`config.mk`:
```
export PLATFORM = sky130hd
export DESIGN_NAME = sd_fetch_scheduler_flat
export DESIGN_NICKNAME = d
export VERILOG_FILES = /design/src/rtl/sd_fetch_scheduler_if.sv /design/src/rtl/sd_fetch_scheduler.sv /design/src/flat_wrapper.sv
export SDC_FILE = /design/constraint.sdc
export NUM_CORES = 1
export LEC_CHECK = 0
export ABC_AREA = 0
export CORE_MARGIN = 8
export CORE_UTILIZATION = 55
export CTS_CLUSTER_DIAMETER = 100
export CTS_CLUSTER_SIZE = 16
export DETAILED_ROUTE_END_ITERATION = 12
export HOLD_SLACK_MARGIN = 0.15
export PLACE_DENSITY = 0.79
export SYNTH_ARGS = -nofsm -noshare
export SYNTH_HDL_FRONTEND = slang
export SYNTH_SLANG_ARGS = --single-unit
```
`constraint.sdc`:
```
create_clock -name CLK_40 -period 4.4 [get_ports CLK_40]
set_input_delay 0.88 -clock CLK_40 [delete_from_list [all_inputs] [get_ports CLK_40]]
set_output_delay 0.88 -clock CLK_40 [all_outputs]
set_load 0.05 [all_outputs]
```
`src/rtl/sd_fetch_scheduler_if.sv`:
```
// sd_fetch_scheduler_if: block-read handshake between the fetch scheduler and the SPI read engine.
interface sd_fetch_scheduler_if;
   logic        rd_start;
   logic [31:0] rd_addr;
   logic        rd_target;
   logic        rd_busy;
   logic        rd_done;
   logic        rd_err;
   modport master (output rd_start, rd_addr, rd_target, input rd_busy, rd_done, rd_err);
   modport slave  (input rd_start, rd_addr, rd_target, output rd_busy, rd_done, rd_err);
endinterface

```
`src/rtl/sd_fetch_scheduler.sv`:
```
// sd_fetch_scheduler: arbitrates SD block reads between the idle video bank and the audio FIFO.
module sd_fetch_scheduler #(
   parameter int          VID_BLOCKS = 118,
   parameter logic [31:0] VID_BASE   = 32'd0,
   parameter logic [31:0] AUD_BASE   = 32'h0010_0000,
   parameter int          AUD_DEPTH  = 2048,
   parameter int          AUD_LOW_WM = 768,
   parameter int          MAX_RETRY  = 3
) (
   input  logic                 CLK_40,
   input  logic                 reset,
   input  logic                 frame_req,
   input  logic [11:0]          aud_level,
   sd_fetch_scheduler_if.master rd,
   output logic                 video_data_ready,
   output logic                 frame_overrun,
   output logic                 fault
);
   localparam int CW = $clog2(VID_BLOCKS + 1);
   localparam int RW = MAX_RETRY > 0 ? $clog2(MAX_RETRY + 1) : 1;
   localparam int THR = AUD_LOW_WM < AUD_DEPTH - 512 ? AUD_LOW_WM : AUD_DEPTH - 512;
   localparam logic [11:0] AUD_THR = 12'(THR);
   typedef enum logic [1:0] {IDLE, ISSUE, WAIT, FAULT} state_t;
   state_t state, state_n;
   logic [31:0] vid_ptr, aud_ptr;
   logic [CW-1:0] vid_cnt;
   logic [RW-1:0] retry;
   logic pend, vid_active, last_aud, target;
   logic aud_need, vid_wait, grant_aud, grant_vid, pick, new_frame, blk_done, blk_err, retry_ok;
   // A queued frame counts as waiting video so audio cannot take back-to-back grants ahead of it.
   always_comb begin
      aud_need  = aud_level <= AUD_THR;
      vid_wait  = vid_active | pend;
      grant_aud = aud_need & ~(last_aud & vid_wait);
      grant_vid = ~grant_aud & vid_wait;
      pick      = (state == IDLE) & ~rd.rd_busy & (grant_aud | grant_vid);
      new_frame = pick & grant_vid & ~vid_active;
      blk_err   = (state == WAIT) & rd.rd_err;
      blk_done  = (state == WAIT) & rd.rd_done & ~rd.rd_err;
      retry_ok  = retry < RW'(MAX_RETRY);
      state_n   = state;
      state_n   = state == IDLE  ? (pick ? ISSUE : IDLE) :
                  state == ISSUE ? WAIT :
                  state == WAIT  ? (blk_err ? (retry_ok ? ISSUE : FAULT) : blk_done ? IDLE : WAIT) :
                  FAULT;
   end
   assign rd.rd_start  = state == ISSUE;
   assign rd.rd_addr   = rd.rd_start ? (target ? aud_ptr : vid_ptr) : '0;
   assign rd.rd_target = target;
   always_ff @(posedge CLK_40 or posedge reset)
      if (reset) state <= IDLE;
      else state <= state_n;
   always_ff @(posedge CLK_40 or posedge reset)
      if (reset) begin
         vid_ptr          <= VID_BASE;
         aud_ptr          <= AUD_BASE;
         vid_cnt          <= '0;
         retry            <= '0;
         pend             <= 1'b0;
         vid_active       <= 1'b0;
         last_aud         <= 1'b0;
         target           <= 1'b0;
         video_data_ready <= 1'b0;
         frame_overrun    <= 1'b0;
         fault            <= 1'b0;
      end else begin
         video_data_ready <= 1'b0;
         pend             <= frame_req | (pend & ~new_frame);
         frame_overrun    <= frame_overrun | (frame_req & pend & vid_active);
         fault            <= fault | (blk_err & ~retry_ok);
         if (pick) target <= grant_aud;
         if (new_frame) begin
            vid_active <= 1'b1;
            vid_cnt    <= '0;
         end
         if (blk_err && retry_ok) retry <= retry + 1'b1;
         if (blk_done) begin
            retry    <= '0;
            last_aud <= target;
            if (target) aud_ptr <= aud_ptr + 32'd1;
            else begin
               vid_ptr <= vid_ptr + 32'd1;
               vid_cnt <= vid_cnt + 1'b1;
               if (vid_cnt == CW'(VID_BLOCKS - 1)) begin
                  video_data_ready <= 1'b1;
                  vid_active       <= 1'b0;
               end
            end
         end
      end
endmodule

```
`src/flat_wrapper.sv`:
```
// flat-port wrapper written by rule: the top's interface ports become plain ports
module sd_fetch_scheduler_flat 
#(
   parameter int          VID_BLOCKS = 118,
   parameter logic [31:0] VID_BASE   = 32'd0,
   parameter logic [31:0] AUD_BASE   = 32'h0010_0000,
   parameter int          AUD_DEPTH  = 2048,
   parameter int          AUD_LOW_WM = 768,
   parameter int          MAX_RETRY  = 3
)
  (CLK_40, reset, frame_req, aud_level, video_data_ready, frame_overrun, fault, rd_rd_start, rd_rd_addr, rd_rd_target, rd_rd_busy, rd_rd_done, rd_rd_err);
  sd_fetch_scheduler_if rd_i ();
  input  logic CLK_40;
  input  logic reset;
  input  logic frame_req;
  input  logic [11:0] aud_level;
  output logic video_data_ready;
  output logic frame_overrun;
  output logic fault;
  output wire logic [$bits(rd_i.rd_start)-1:0] rd_rd_start;
  output wire logic [$bits(rd_i.rd_addr)-1:0] rd_rd_addr;
  output wire logic [$bits(rd_i.rd_target)-1:0] rd_rd_target;
  input wire logic [$bits(rd_i.rd_busy)-1:0] rd_rd_busy;
  input wire logic [$bits(rd_i.rd_done)-1:0] rd_rd_done;
  input wire logic [$bits(rd_i.rd_err)-1:0] rd_rd_err;
  assign rd_rd_start = rd_i.rd_start;
  assign rd_rd_addr = rd_i.rd_addr;
  assign rd_rd_target = rd_i.rd_target;
  assign rd_i.rd_busy = rd_rd_busy;
  assign rd_i.rd_done = rd_rd_done;
  assign rd_i.rd_err = rd_rd_err;
  sd_fetch_scheduler #(.VID_BLOCKS(VID_BLOCKS), .VID_BASE(VID_BASE), .AUD_BASE(AUD_BASE), .AUD_DEPTH(AUD_DEPTH), .AUD_LOW_WM(AUD_LOW_WM), .MAX_RETRY(MAX_RETRY)) u_core (.CLK_40(CLK_40), .reset(reset), .frame_req(frame_req), .aud_level(aud_level), .rd(rd_i), .video_data_ready(video_data_ready), .frame_overrun(frame_overrun), .fault(fault));
endmodule
```
Yosys cells after proc, flatten, opt, wreduce, memory -nomap -nowiden --
Cells that the tools add are included.
Word-level totals: bits in registers 82, input port bits 18, output and inout bits 37, word-level logic and storage cells 74
Cells by class: add/subtract/negate cells 4, magnitude comparators 2, eq/ne operators 3, multiplexer cells 21, bitwise operators 27, reductions and logical operators 5
Operator list (count):
- $add 32x1->32 const B | 2
- $mux 32 | 2
- $mux 7 | 3
- $mux 2 | 8
- $and 1x1->1 | 14
- $le 12x10->1 const B | 1
- $mux 1 | 8
- $not 1->1 | 8
- $add 7x1->7 const B | 1
- $eq 7x7->1 const B | 1
- $or 1x1->1 | 5
- $reduce_and 2->1 | 2
- $add 2x1->2 const B | 1
- $eq 2x1->1 const B | 1
- $eq 2x2->1 const B | 1
- $logic_not 2->1 | 1
- $lt 2x2->1 const B | 1
- $reduce_bool 2->1 | 1
- $logic_and 1x1->1 | 1

Depth between registers and ports, before layout --
depth after elaboration 14, gate-level depth with buffers 8, gate-level depth less buffers 6

Least setup slack after synthesis --
OpenSTA, ideal clock, no wires.
kind reg2out, start register u_core.target (netlist: u_core.rd.rd_target), end output rd_rd_addr[3], arrival time 2150 ps, required time 3520 ps, slack 1370 ps, stages on the path, launching flop included 6, buffers on the path 3, path through dfrtp_1 clkbuf_1 buf_2 buf_2 mux2i_1 nor2_1
On the way: cells in the longest elaborated chain, start to end 2
Ends and longest elaborated chain:
- start, declared | RTL line sd_fetch_scheduler.sv:28 | logic pend, vid_active, last_aud, target;
- start signal, assigned | RTL line sd_fetch_scheduler.sv:71 | if (pick) target <= grant_aud;
- $mux 32 (2 in series) | RTL line sd_fetch_scheduler.sv:48 | assign rd.rd_addr = rd.rd_start ? (target ? aud_ptr : vid_ptr) : '0;
- end, declared | RTL line flat_wrapper.sv:21 | output wire logic [$bits(rd_i.rd_addr)-1:0] rd_rd_addr;
No other way between the ends.

Worst setup path in the final report --
start register u_core.target (netlist: u_core.rd.rd_target), end output rd_rd_addr[19]
Same word-level chain as after synthesis.

==> results.ini <==
[outcome]
outcome = completed

[finish]
antenna_cells = 0
nets = 494
postLayoutCellArea_um2 = 5150
syn_to_final_growth_pct = 18.4
final_layout_size_suffix_gt1_frac = 0.0924

[die]
rows = 32
die_h_um = 105
die_area_um2 = 11000
die_w_um = 105
io_pins = 55
core-area_um2 = 7690
start_util = 0.567

[yosys]
netlist_area_um2 = 4360
yosysWarnings = 0
ys_async_sr_fraction = 1.00
synth_area_leaders = dfrtp_1 47%, xnor2_1 11%, mux2i_1 7.1%, nor2_1 4.1%, nand3_1 3.8%
avgSynthCellArea_um2 = 10.4
yosys.area.top_type = dfrtp_1
synth_commonest_cells = 81 x dfrtp_1, 54 x xnor2_1, 48 x nor2_1
synth_edf_count = 0
syn_inst = 417
yosysTopAreaCellShare = 0.465
ys_types = 48
synth-seq-area-share = 0.471
syn-num-nets = 440
synth_most_common_cell = dfrtp_1
synth-seq-cells = 82
yosys_most_used_dff = dfrtp_1

[critical_path]
cpMaxStageDelayCell = dfrtp_2
r2r-start = u_core.rd.rd_target
path_max_fanout = 46
rr_endpoint = u_core.aud_ptr[4]
reg2regPathDepth = 4
crit_chain = mux2i_1 > nor2_1 > clkdlybuf4s50_1
path_buf_inv = 1
cp.arrival_ns = 2.70
ff2ff_setup_slack_ns = 1.93
path_class = reg2out
critPathTopFamily = flip-flops
cp.required_ns = 3.52
end_kind = output pin
start_kind = register
slowest_delay_ns = 1.13

[placement]
dpl.hpwl_mm = 6.53
placed_area_um2 = 4970
gp_congestion = 0.847
io_buffers = 54

[clock_tree]
path_clk_slew_ns = 0.08
ctsResizeCount = 0
post_cts_buffers = 0
cts_tree = done
clock_latency_ns = 0.36
clock-sinks = 82
htreeDepth = 3
cts_hold_buffers = 0
cts_buffer_depth = 2
ctsRootBufferMaster = clkbuf_8
cts_made_buffers = 9

[global_routing]
antenna_found_initial = 0
grt.total_usage = 0.170
grt_pass1_wl_mm = 15.6
grt_overflow_total = 0
grt_start_max_net_pins = 83
grt_pass1_vias = 3319

[routing]
drc_errors = 0
wl_per_cell_um = 15.7
vias_per_cell = 5.63
first_pass_iters = 4
num_vias = 3255
postRouteAntennaNets = 0
wl_mm = 9.07
detail_route.iter0.violations = 141

[sta]
max_slew_margin = 0.238
hold_viol = 0
finalCritPeriodShare = 0.813
fmax_mhz = 280
grt_setup_unrepaired = false
fin_crit_ns = 3.58
finalSetupViolCount = 0
final.setup_skew_ns = 0.0152
worst_pin_slew_ns = 1.14
setup-tns-final_ns = 0
maxSlewViolCount = 0

[hold_path]
hold_depth = 1
min_to = u_core.frame_overrun
timing.hold.worst.start = u_core.frame_overrun
hold_class = reg2reg

[pwr]
vdd_drop_max_mv = 0.317
p_leak_nw = 2.12
powerDensity_nw_per_um2 = 384

[job]
maxCapViolCount = 0

## how the worst max path moves through the flow
stage,startpoint,to,slack (ns),cells after the start
final,u_core.rd.rd_target,rd_rd_addr[19],0.82,3
after global routing,u_core.rd.rd_target,rd_rd_addr[14],0.69,3
after CTS,u_core.rd.rd_target,rd_rd_addr[19],0.82,3
after detailed placement,rd_rd_err,u_core.vid_ptr[30],1.15,6
after global placement,rd_rd_err,u_core.vid_ptr[26],1.21,6
after floorplan,u_core.rd.rd_target,rd_rd_addr[3],1.37,5
## sequential cells by signal, summed over array words and instances (netlist names)
register	flops
u_core.aud_ptr	32
u_core.fault	1
u_core.frame_overrun	1
u_core.last_aud	1
u_core.pend	1
u_core.rd.rd_target	1
u_core.retry	2
u_core.state	2
u_core.vid_active	1
u_core.vid_cnt	7
u_core.vid_ptr	32
u_core.video_data_ready	1
## where the power goes
part | switching, W | internal, W
registers | 0.000161 | 0.000824
clock network | 0.000284 | 0.000225
logic | 0.000264 | 0.000221
## final cells by class
cell class | instances | area (µm²)
clock buffer | 10 | 138
clock inverter | 6 | 48.8
inverter | 9 | 33.8
multi-input combinational | 311 | 2170
timing repair buffer | 58 | 583
tap | 102 | 128
sequential | 82 | 2050
fill | 617 | 2530
## cell usage in the layout (no fill, tap or decap), types with 3 or more instances in the layout
master / netlist / final
nor4_4: 5 / 5
nor3_1: 10 / 10
clkbuf_8: 1 / 10
ha_1: 5 / 5
inv_1: 9 / 8
xnor2_1: 54 / 54
nand4_1: 21 / 21
and3_1: 10 / 10
nor2_1: 48 / 48
clkdlybuf4s50_1: 0 / 54
nand2_1: 31 / 31
xor2_1: 11 / 11
a21oi_1: 3 / 3
clkinvlp_4: 0 / 3
buf_4: 1 / 3
and4_1: 3 / 3
nand3_1: 33 / 33
o21ai_0: 8 / 8
dfrtp_1: 81 / 80
mux2i_1: 31 / 31
## through the flow
stage | util | hold slack, ns | power (W) | worst slack, ns | instances
CTS | 0.671 | 0.482 | 0.00199 | 0.820 | 578
global placement | 0.646 | 0.456 | 0.00146 | 1.21 | 562
detailed placement | 0.646 | 0.461 | 0.00148 | 1.15 | 562
finish | 0.671 | 0.477 | 0.00198 | 0.825 | 578
floorplan | - | 0.445 | 0.00134 | 1.37 | 417
global route | 0.671 | 0.498 | 0.00209 | 0.695 | 578
## per-layer routing
metal	track usage	vias up	share of wire
met5	0	-	0
met4	0.0642	0	0.020
met3	0.0442	18	0.051
li1	-	1558	-
met1	0.216	1607	0.45
met2	0.273	72	0.48
## cells by family after synthesis
logic type,Yosys count,share of synthesized area
and+or+nand+nor,185,0.240
DFF,82,0.471
xor gates and xnor gates,65,0.131
muxes,33,0.0764
buffers and inverters,24,0.0304
AOI/OAI and AO/OA,23,0.0362
adders and majority gates,5,0.0144
Power figures use the tool's default switching activity.
